`src/rtl/mac_pkg.sv`:
```
// Shared types for the float16 systolic array MAC lanes.
// Operand pairs are packed {B, A} with A in the low half.
package mac_pkg;

  localparam int FP16_W = 16;

  typedef logic [1:0][FP16_W-1:0] fp16_pair_t;

  typedef enum logic {
    IDLE = 1'b0,
    RUN  = 1'b1
  } feeder_state_t;

endpackage

```
`src/rtl/mac_operand_feeder_if.sv`:
```
// Operand stream (valid/ready) and MAC input bus (DVI/DI/RELEASE) bundles.
interface mac_operand_feeder_if;
  import mac_pkg::*;

  logic       valid;
  logic       ready;
  fp16_pair_t data;

  modport master (output valid, output data, input ready);
  modport slave  (input valid, input data, output ready);
endinterface

// The MAC consumes one pair per DVI; rls marks the last pair of a dot product.
interface mac_operand_bus_if;
  import mac_pkg::*;

  logic       dvi;
  fp16_pair_t di;
  logic       rls;

  modport master (output dvi, output di, output rls);
  modport slave  (input dvi, input di, input rls);
endinterface

```
`src/rtl/mac_operand_fifo.sv`:
```
// Small synchronous operand FIFO with flush; no push-to-pop bypass.
module mac_operand_fifo
  import mac_pkg::*;
#(
  parameter int DEPTH = 4
) (
  input  logic       clk,
  input  logic       rst_n,
  input  logic       flush,
  input  logic       push,
  input  fp16_pair_t push_data,
  input  logic       pop,
  output fp16_pair_t head,
  output logic       full,
  output logic       empty
);

  localparam int PTR_W = (DEPTH > 1) ? $clog2(DEPTH) : 1;
  localparam int CNT_W = PTR_W + 1;

  fp16_pair_t       mem_q [DEPTH];
  fp16_pair_t       mem_d [DEPTH];
  logic [PTR_W-1:0] wr_ptr_q, wr_ptr_d;
  logic [PTR_W-1:0] rd_ptr_q, rd_ptr_d;
  logic [CNT_W-1:0] count_q, count_d;
  logic             do_push;
  logic             do_pop;

  assign full    = (count_q == CNT_W'(DEPTH));
  assign empty   = (count_q == '0);
  assign do_push = push & ~full;
  assign do_pop  = pop & ~empty;
  assign head    = mem_q[rd_ptr_q];

  // Pointers wrap naturally because DEPTH is a power of two.
  always_comb begin
    mem_d    = mem_q;
    wr_ptr_d = wr_ptr_q;
    rd_ptr_d = rd_ptr_q;
    count_d  = count_q;
    if (flush) begin
      wr_ptr_d = '0;
      rd_ptr_d = '0;
      count_d  = '0;
    end else begin
      if (do_push) begin
        mem_d[wr_ptr_q] = push_data;
        wr_ptr_d        = wr_ptr_q + 1'b1;
      end
      if (do_pop) begin
        rd_ptr_d = rd_ptr_q + 1'b1;
      end
      case ({do_push, do_pop})
        2'b10:   count_d = count_q + 1'b1;
        2'b01:   count_d = count_q - 1'b1;
        default: count_d = count_q;
      endcase
    end
  end

  always_ff @(posedge clk or negedge rst_n) begin
    if (!rst_n) begin
      for (int i = 0; i < DEPTH; i++) begin
        mem_q[i] <= '0;
      end
      wr_ptr_q <= '0;
      rd_ptr_q <= '0;
      count_q  <= '0;
    end else begin
      mem_q    <= mem_d;
      wr_ptr_q <= wr_ptr_d;
      rd_ptr_q <= rd_ptr_d;
      count_q  <= count_d;
    end
  end

endmodule

```
`src/rtl/mac_operand_feeder.sv`:
```
// Operand feeder for one MAC lane: buffers a pair stream and issues one
// pair per cycle, marking the last pair of each dot product with RELEASE.
module mac_operand_feeder
  import mac_pkg::*;
#(
  parameter int   FIFO_DEPTH       = 4,
  parameter int   LEN_W            = 16,
  parameter logic CNT_RELEASE_MODE = 1'b0
) (
  input  logic             clk,
  input  logic             rst_n,
  input  logic             clr,
  input  logic             start,
  input  logic [LEN_W-1:0] cfg_len,
  input  logic [LEN_W-1:0] cfg_num,
  input  logic             hold,
  mac_operand_feeder_if.slave  s_if,
  mac_operand_bus_if.master    m_if,
  output logic             busy,
  output logic             done,
  output logic             err_len
);

  localparam logic [LEN_W-1:0] ONE = LEN_W'(1);

  feeder_state_t    state_q, state_d;
  logic [LEN_W-1:0] len_q, len_d;
  logic [LEN_W-1:0] elem_cnt_q, elem_cnt_d;
  logic [LEN_W-1:0] vec_cnt_q, vec_cnt_d;
  logic             dvi_q, dvi_d;
  fp16_pair_t       di_q, di_d;
  logic             rls_q, rls_d;
  logic             done_q, done_d;
  logic             err_len_q, err_len_d;

  fp16_pair_t fifo_head;
  logic       fifo_full;
  logic       fifo_empty;
  logic       issue;

  assign issue = (state_q == RUN) & ~fifo_empty & ~hold;

  mac_operand_fifo #(
    .DEPTH (FIFO_DEPTH)
  ) u_fifo (
    .clk       (clk),
    .rst_n     (rst_n),
    .flush     (clr),
    .push      (s_if.valid),
    .push_data (s_if.data),
    .pop       (issue),
    .head      (fifo_head),
    .full      (fifo_full),
    .empty     (fifo_empty)
  );

  // Job control: a flush wins over start and issue alike.
  always_comb begin
    state_d    = state_q;
    len_d      = len_q;
    elem_cnt_d = elem_cnt_q;
    vec_cnt_d  = vec_cnt_q;
    dvi_d      = 1'b0;
    di_d       = di_q;
    rls_d      = 1'b0;
    done_d     = 1'b0;
    err_len_d  = 1'b0;
    if (clr) begin
      state_d = IDLE;
    end else begin
      case (state_q)
        IDLE: begin
          if (start) begin
            if ((cfg_len != '0) && (cfg_num != '0)) begin
              state_d    = RUN;
              len_d      = cfg_len;
              elem_cnt_d = cfg_len;
              vec_cnt_d  = cfg_num;
            end else begin
              err_len_d = 1'b1;
            end
          end
        end
        RUN: begin
          if (issue) begin
            dvi_d = 1'b1;
            di_d  = fifo_head;
            rls_d = (elem_cnt_q == ONE) & ~CNT_RELEASE_MODE;
            if (elem_cnt_q == ONE) begin
              elem_cnt_d = len_q;
              vec_cnt_d  = vec_cnt_q - ONE;
              if (vec_cnt_q == ONE) begin
                state_d = IDLE;
                done_d  = 1'b1;
              end
            end else begin
              elem_cnt_d = elem_cnt_q - ONE;
            end
          end
        end
        default: state_d = IDLE;
      endcase
    end
  end

  always_ff @(posedge clk or negedge rst_n) begin
    if (!rst_n) begin
      state_q    <= IDLE;
      len_q      <= '0;
      elem_cnt_q <= '0;
      vec_cnt_q  <= '0;
      dvi_q      <= 1'b0;
      di_q       <= '0;
      rls_q      <= 1'b0;
      done_q     <= 1'b0;
      err_len_q  <= 1'b0;
    end else begin
      state_q    <= state_d;
      len_q      <= len_d;
      elem_cnt_q <= elem_cnt_d;
      vec_cnt_q  <= vec_cnt_d;
      dvi_q      <= dvi_d;
      di_q       <= di_d;
      rls_q      <= rls_d;
      done_q     <= done_d;
      err_len_q  <= err_len_d;
    end
  end

  assign s_if.ready = ~fifo_full;
  assign m_if.dvi   = dvi_q;
  assign m_if.di    = di_q;
  assign m_if.rls   = rls_q;
  assign busy       = (state_q == RUN);
  assign done       = done_q;
  assign err_len    = err_len_q;

endmodule

```
`src/flat_wrapper.sv`:
```
// flat-port wrapper written by rule: the top's interface ports become plain ports
module mac_operand_feeder_flat import mac_pkg::*;
#(
  parameter int   FIFO_DEPTH       = 4,
  parameter int   LEN_W            = 16,
  parameter logic CNT_RELEASE_MODE = 1'b0
)
  (clk, rst_n, clr, start, cfg_len, cfg_num, hold, busy, done, err_len, s_if_valid, s_if_data, s_if_ready, m_if_dvi, m_if_di, m_if_rls);
  mac_operand_feeder_if s_if_i ();
  mac_operand_bus_if m_if_i ();
  input  logic clk;
  input  logic rst_n;
  input  logic clr;
  input  logic start;
  input  logic [LEN_W-1:0] cfg_len;
  input  logic [LEN_W-1:0] cfg_num;
  input  logic hold;
  output logic busy;
  output logic done;
  output logic err_len;
  input wire logic [$bits(s_if_i.valid)-1:0] s_if_valid;
  input wire logic [$bits(s_if_i.data)-1:0] s_if_data;
  output wire logic [$bits(s_if_i.ready)-1:0] s_if_ready;
  output wire logic [$bits(m_if_i.dvi)-1:0] m_if_dvi;
  output wire logic [$bits(m_if_i.di)-1:0] m_if_di;
  output wire logic [$bits(m_if_i.rls)-1:0] m_if_rls;
  assign s_if_i.valid = s_if_valid;
  assign s_if_i.data = s_if_data;
  assign s_if_ready = s_if_i.ready;
  assign m_if_dvi = m_if_i.dvi;
  assign m_if_di = m_if_i.di;
  assign m_if_rls = m_if_i.rls;
  mac_operand_feeder #(.FIFO_DEPTH(FIFO_DEPTH), .LEN_W(LEN_W), .CNT_RELEASE_MODE(CNT_RELEASE_MODE)) u_core (.clk(clk), .rst_n(rst_n), .clr(clr), .start(start), .cfg_len(cfg_len), .cfg_num(cfg_num), .hold(hold), .s_if(s_if_i), .m_if(m_if_i), .busy(busy), .done(done), .err_len(err_len));
endmodule
```
`config.mk`:
```
export PLATFORM = sky130hd
export DESIGN_NAME = mac_operand_feeder_flat
export DESIGN_NICKNAME = d
export VERILOG_FILES = /design/src/rtl/mac_pkg.sv /design/src/rtl/mac_operand_feeder_if.sv /design/src/rtl/mac_operand_fifo.sv /design/src/rtl/mac_operand_feeder.sv /design/src/flat_wrapper.sv
export SDC_FILE = /design/constraint.sdc
export NUM_CORES = 1
export LEC_CHECK = 0
export CAP_MARGIN = 5
export CORE_MARGIN = 10
export CORE_UTILIZATION = 58
export DETAILED_ROUTE_END_ITERATION = 7
export PLACE_DENSITY = 0.81
export SLEW_MARGIN = 10
export SYNTH_ARGS = -nofsm -noshare
export SYNTH_HDL_FRONTEND = slang
export SYNTH_HIERARCHICAL = 1
export SYNTH_SLANG_ARGS = --single-unit
```
`constraint.sdc`:
```
create_clock -name clk -period 3.05 [get_ports clk]
set_clock_uncertainty 0.05 [all_clocks]
set_input_delay 0.61 -clock clk [delete_from_list [all_inputs] [get_ports clk]]
set_output_delay 0.61 -clock clk [all_outputs]
set_load 0.1 [all_outputs]
```
# [Word level (Yosys, flattened, before mapping)]
# Cells that the tools add are included.
[totals] ff_bits=220 output_inout_bits=38 wordCells=107
[classes] n_bitwise=11 n_eq_ne=9 n_reduce_logical=13 n_mux=44 add_sub_neg=6 n_lt_le_gt_ge=3
[op_table] operator="$bwmux 128" n=1
[op_table] operator="$mux 16" n=8
[op_table] operator="$mux 32" n=3
[op_table] operator="$bmux 32 s2" n=1
[op_table] operator="$demux 32 s2" n=1
[op_table] operator="$pmux 16 s2" n=2
[op_table] operator="$eq 16x1->1 const B" n=2
[op_table] operator="$reduce_bool 16->1" n=2
[op_table] operator="$sub 16x1->16 const B" n=2
[op_table] operator="$mux 1" n=21
[op_table] operator="$mux 2" n=4
[op_table] operator="$reduce_and 4->1" n=2
[op_table] operator="$ge 3x3->1 const B" n=2
[op_table] operator="$ne 2x2->1 const B" n=3
[op_table] operator="$not 2->3" n=2
[op_table] operator="$pmux 3 s2" n=1
[op_table] operator="$not 1->1" n=5
[op_table] operator="$reduce_and 5->1" n=1
[op_table] operator="$add 2x1->2 const B" n=2
[op_table] operator="$and 1x1->1" n=4
[op_table] operator="$reduce_bool 2->1" n=2
[op_table] operator="$add 3x1->3 const B" n=1
[op_table] operator="$eq 3x3->1 const B" n=1
[op_table] operator="$logic_not 3->1" n=1
[op_table] operator="other kinds (11)" n=12

# [Depth between registers and ports, before layout]
[depth] depth_word=8 depth_mapped=11 depth_no_buf=9

# [Hierarchy]
# Netlist, hierarchy kept.
[by_module_without_submodules] mod="mac_operand_fifo" area_per_inst_um2=6321.1 instances=1 cells_each=372
[by_module_without_submodules] mod="mac_operand_feeder" area_per_inst_um2=4559.4 instances=1 cells_each=507

# [Least setup slack after synthesis]
# Ideal clock, no wire load.
[synth_path] kind="flip-flop to flip-flop" start="register u_core.state_q (netlist: u_core/busy)" end="register u_core.u_fifo.count_q[1]" path_buffers=1 setup_time_ns=0.137 path_slack_ns=0.160 synth_period_minus_slack_ns=2.890 arrival_time_ns=2.704 path_stages_with_launch=9 path_cell_list="dfrtp_1 -> or3b_4 -> inv_2 -> clkbuf_1 -> nand2b_1 -> nor2b_1 -> fa_1 -> a41oi_1 -> nor3_1"
[synth_via] elab_chain_cells=6 word_cells_on_any_way=8 cone_classes="eq/ne: 2; mux: 2; bitwise: 3; reduce/logical: 1"
[synth_rtl] element="start: declaration" line_no="mac_operand_feeder.sv:26" text="feeder_state_t state_q, state_d;"
[synth_rtl] element="start signal: assignment" line_no="mac_operand_feeder.sv:118" text="state_q <= state_d;"
[synth_rtl] element="$and 1x1->1 * (2 in a row)" line_no="mac_operand_feeder.sv:41" text="assign issue = (state_q == RUN) & ~fifo_empty & ~hold;"
[synth_rtl] element="via u_core.issue" line_no="mac_operand_feeder.sv:39" text="logic issue;"
[synth_rtl] element="$and 1x1->1 *" line_no="mac_operand_fifo.sv:32" text="assign do_pop = pop & ~empty;"
[synth_rtl] element="$eq 2x1->1 / $eq 2x2->1 (equally long branches)" line_no="mac_operand_fifo.sv:53" text="case ({do_push, do_pop})"
[synth_rtl] element="$pmux 3 s2" line_no="mac_operand_fifo.sv:53"
[synth_rtl] element="$mux 3" line_no="mac_operand_fifo.sv:41" text="if (flush) begin"
[synth_rtl] element="end signal: assignment" line_no="mac_operand_fifo.sv:73" text="count_q <= count_d;"
[synth_rtl] element="end: declaration" line_no="mac_operand_fifo.sv:25" text="logic [CNT_W-1:0] count_q, count_d;"
# Mark *: on every way through the listed nets, which the timed path passes. The rest lies on a longest branch.
# A chain may end at the register's enable or synchronous reset.

# [Worst setup path in the final report]
[layout_path] start="input cfg_len[7]" end="register u_core.elem_cnt_q[13]"
[layout_via] elab_chain_cells=4
[layout_rtl] element="start: declaration" line_no="flat_wrapper.sv:15" text="input logic [LEN_W-1:0] cfg_len;"
[layout_rtl] element="$reduce_bool 16->1" line_no="mac_operand_feeder.sv:74" text="if ((cfg_len != '0) && (cfg_num != '0)) begin"
[layout_rtl] element="$logic_and 1x1->1" line_no="mac_operand_feeder.sv:74"
[layout_rtl] element="$ne 2x1->1 (no line)"
[layout_rtl] element="$reduce_and 4->1 (no line)"
[layout_rtl] element="end signal: assignment" line_no="mac_operand_feeder.sv:120" text="elem_cnt_q <= elem_cnt_d;"
[layout_rtl] element="end: declaration" line_no="mac_operand_feeder.sv:28" text="logic [LEN_W-1:0] elem_cnt_q, elem_cnt_d;"
# No other way between the ends.

==> flow_metrics.py <==
metrics = {
    "route": {
        "drt_first_pass_iters": 5,
        "routedWlPerCell_microns": 20.5,
        "drc": 0,
        "vias": 7549,
        "vias_per_cell": 6.09,
        "postRouteAntennaNets": 0,
        "first_iter_violations": 491,
        "drt_wl_total_mm": 25.4,
    },
    "synthesis": {
        "synth_common_cells": "dfrtp_1 (220), nand2_1 (159), mux2_2 (77)",
        "synth.area.top_cells": "dfrtp_1 (51%), mux2_2 (8.0%), mux2_4 (7.2%), mux4_2 (6.6%), nand2_1 (5.5%)",
        "synth.most_common_cell": "dfrtp_1",
        "synth_top_cell_by_area": "dfrtp_1",
        "ys_seq_area_share_pct": 50.6,
        "synth_area_sq_um": 10900,
        "synthDistinctLibCells": 81,
        "yosys_warnings": 6,
        "ys_ff_latch": 220,
        "syn_inst": 879,
        "syn_nets": 958,
        "ys.flop_type": "dfrtp_1",
        "syn-mean-instance-area_sq_um": 12.4,
        "synth_top_area_share_pct": 50.6,
        "synth-edff-count": 0,
        "async_flop_share_pct": 100,
    },
    "timing": {
        "worst_slew_margin_rel_pct": 41.2,
        "rsz0062_at_grt": "false",
        "setup_viol": 0,
        "max_freq_mhz": 399,
        "post-route-min-period_ns": 2.51,
        "tightest_slew_ns": 0.875,
        "fin_crit_sh_pct": 82.3,
        "tns_ns": 0,
        "finalMaxSlewViolations": 0,
        "final_hold_viol_count": 0,
        "hold_ws_ns": 0.420,
        "worst_slack_ns": 0.541,
    },
    "setup_path": {
        "end_kind": "flip-flop",
        "start_kind": "input port",
        "worstSetupPathType": "in -> reg",
        "crit_required_ns": 3.41,
        "arrival_ns": 2.87,
        "cp_max_fo": 28,
    },
    "flow_run": {
        "drv_cap": 0,
    },
    "clock_network": {
        "cts_setup_buffers": 0,
        "clock-sinks": 220,
        "cts.clk_slew.worst_paths_ns": 0.05,
        "clkLatencyLatePin_ns": 0.53,
        "cts_hold_buf": 1,
        "cts_max_level": 1,
        "cts_buffers": 24,
        "clockRootBuffer": "clkbuf_16",
        "cts_resized": 0,
        "cts_tree": "done",
        "cts.path.max_buffers": 3,
    },
    "floorplan": {
        "coreArea_sq_um": 18600,
        "io_pins": 108,
        "rows": 50,
        "die-area_sq_um": 24600,
        "die_w_microns": 157,
        "initial_core_util_pct": 58.6,
        "die_h_microns": 157,
    },
    "worst_hold_path": {
        "hp-class": "reg -> reg",
    },
    "global_route": {
        "track_usage_pct": 21.0,
        "grt_first_pass_wirelength_mm": 42.0,
        "grt_pass1_vias": 8108,
        "grt_max_degree": 65,
        "grt_antenna_before_repair": 1,
        "overflow": 0,
    },
    "layout": {
        "final_cells": 1240,
        "final_cell_area_sq_um": 12900,
        "drive_gt1_share_pct": 31.3,
        "fillers": 1292,
        "final_nets": 1068,
        "utilization_pct": 69.5,
        "area_growth_pct": 18.8,
        "antenna_cells": 0,
    },
    "power": {
        "powerDensity_nw_per_um2": 770,
        "leakagePower_nw": 5.90,
        "max-vdd-ir-drop_mv": 0.748,
        "p_total_mw": 9.95,
    },
    "placed_design": {
        "place.gp.congestion": 0.899,
        "dp_slack_ns": 0.0506,
        "dp_cells": 1196,
        "dpl.hpwl_mm": 16.8,
        "port_buffers": 107,
        "postPlaceCellArea_sq_um": 12200,
    },
    "outcome": {
        "status": "completed",
    },
}
[report_power, final]
group / switching, mW / internal, mW / leakage [nW]
sequential: 0.523 / 3.71 / 2.75
combinational: 1.77 / 1.21 / 2.77
clock: 1.16 / 1.58 / 0.371
[path summary, 6_finish.rpt]
check                                    startpoint                         to  slack [ns]  cells past startpoint
setup / recovery                         cfg_len[7]      u_core/elem_cnt_q[13]        0.54                      7
hold / removal                      u_core/len_q[8]            u_core/len_q[8]        0.42                      2
setup reg to reg           u_core/u_fifo/count_q[1]   u_core/u_fifo/count_q[1]        0.55                      8
hold reg to reg                     u_core/len_q[8]            u_core/len_q[8]        0.42                      2
max in group asynchronous                     rst_n  u_core/u_fifo/rd_ptr_q[0]        1.67                      3
min in group asynchronous                     rst_n    u_core/u_fifo/mem_q[68]        0.57                      2
[cell type report]
class / instances / area, sq um / area share (%)
sequential: 220 / 5510 / 42.6
multi-input combinational: 590 / 4990 / 38.6
timing repair buffer: 138 / 1320 / 10.2
clock buffer: 36 / 696 / 5.38
tap: 234 / 293 / 2.27
clock inverter: 7 / 62.6 / 0.484
inverter: 15 / 56.3 / 0.436
[placed cells by master (no fill, tap or decap), drive strengths merged, types with 4 or more instances in the layout]
master / synthesis / final
nor3: 24 / 24
a41oi: 6 / 6
o211ai: 7 / 7
xnor2: 5 / 5
nor2: 34 / 34
ha: 8 / 8
clkinv: 1 / 7
nand3: 15 / 15
buf: 32 / 69
nand2: 163 / 163
a211oi: 8 / 8
o21ai: 14 / 14
clkbuf: 22 / 36
nor3b: 5 / 5
a21oi: 4 / 4
dfrtp: 220 / 220
nor4: 15 / 15
inv: 14 / 14
nor2b: 4 / 4
mux4: 32 / 32
nand2b: 6 / 6
nand4: 10 / 10
o22ai: 15 / 15
a31oi: 8 / 8
o221a: 4 / 4
a32o: 5 / 5
a32oi: 4 / 4
mux2: 129 / 129
clkdlybuf4s50: 0 / 68
or3: 5 / 5
or2: 10 / 10
[routing by layer]
| metal | GRT usage (%) | part of all wire, % | up-vias |
|---|---|---|---|
| li1 | - | - | 3432 |
| met1 | 27.1 | 42 | 3774 |
| met2 | 34.1 | 48 | 278 |
| met3 | 4.75 | 7.1 | 63 |
| met4 | 7.46 | 2.2 | 2 |
| met5 | 0 | 0.031 | - |
[flip-flops by register name (all words and copies together) (netlist names)]
| signal | count |
|---|---|
| u_core/len_q | 16 |
| u_core/err_len | 1 |
| u_core/u_fifo/rd_ptr_q | 2 |
| u_core/m_if.rls | 1 |
| u_core/u_fifo/mem_q | 128 |
| u_core/u_fifo/count_q | 3 |
| u_core/done | 1 |
| u_core/u_fifo/wr_ptr_q | 2 |
| u_core/vec_cnt_q | 16 |
| u_core/m_if.di | 32 |
| u_core/busy | 1 |
| u_core/m_if.dvi | 1 |
| u_core/elem_cnt_q | 16 |
[critical path: stages]
cell,delay (ns)
clkdlybuf4s50_1,0.55
nor4_1,0.08
and4_1,0.25
nor4_2,0.74
buf_12,0.26
o22ai_1,0.10
a22o_1,0.25
[logic make-up after synthesis]
logic type               Yosys count  synth area share, %
multiplexers                     164                 22.0
AND/OR/NAND/NOR                  306                 14.5
AO/OA/AOI/OAI                    103                 7.47
flip-flops                       220                 50.6
XOR/XNOR                           8                0.644
buffers and inverters             69                 3.61
adder cells (fa/ha/maj)            9                 1.10
Note: power is estimated with default switching activity, not from simulation.
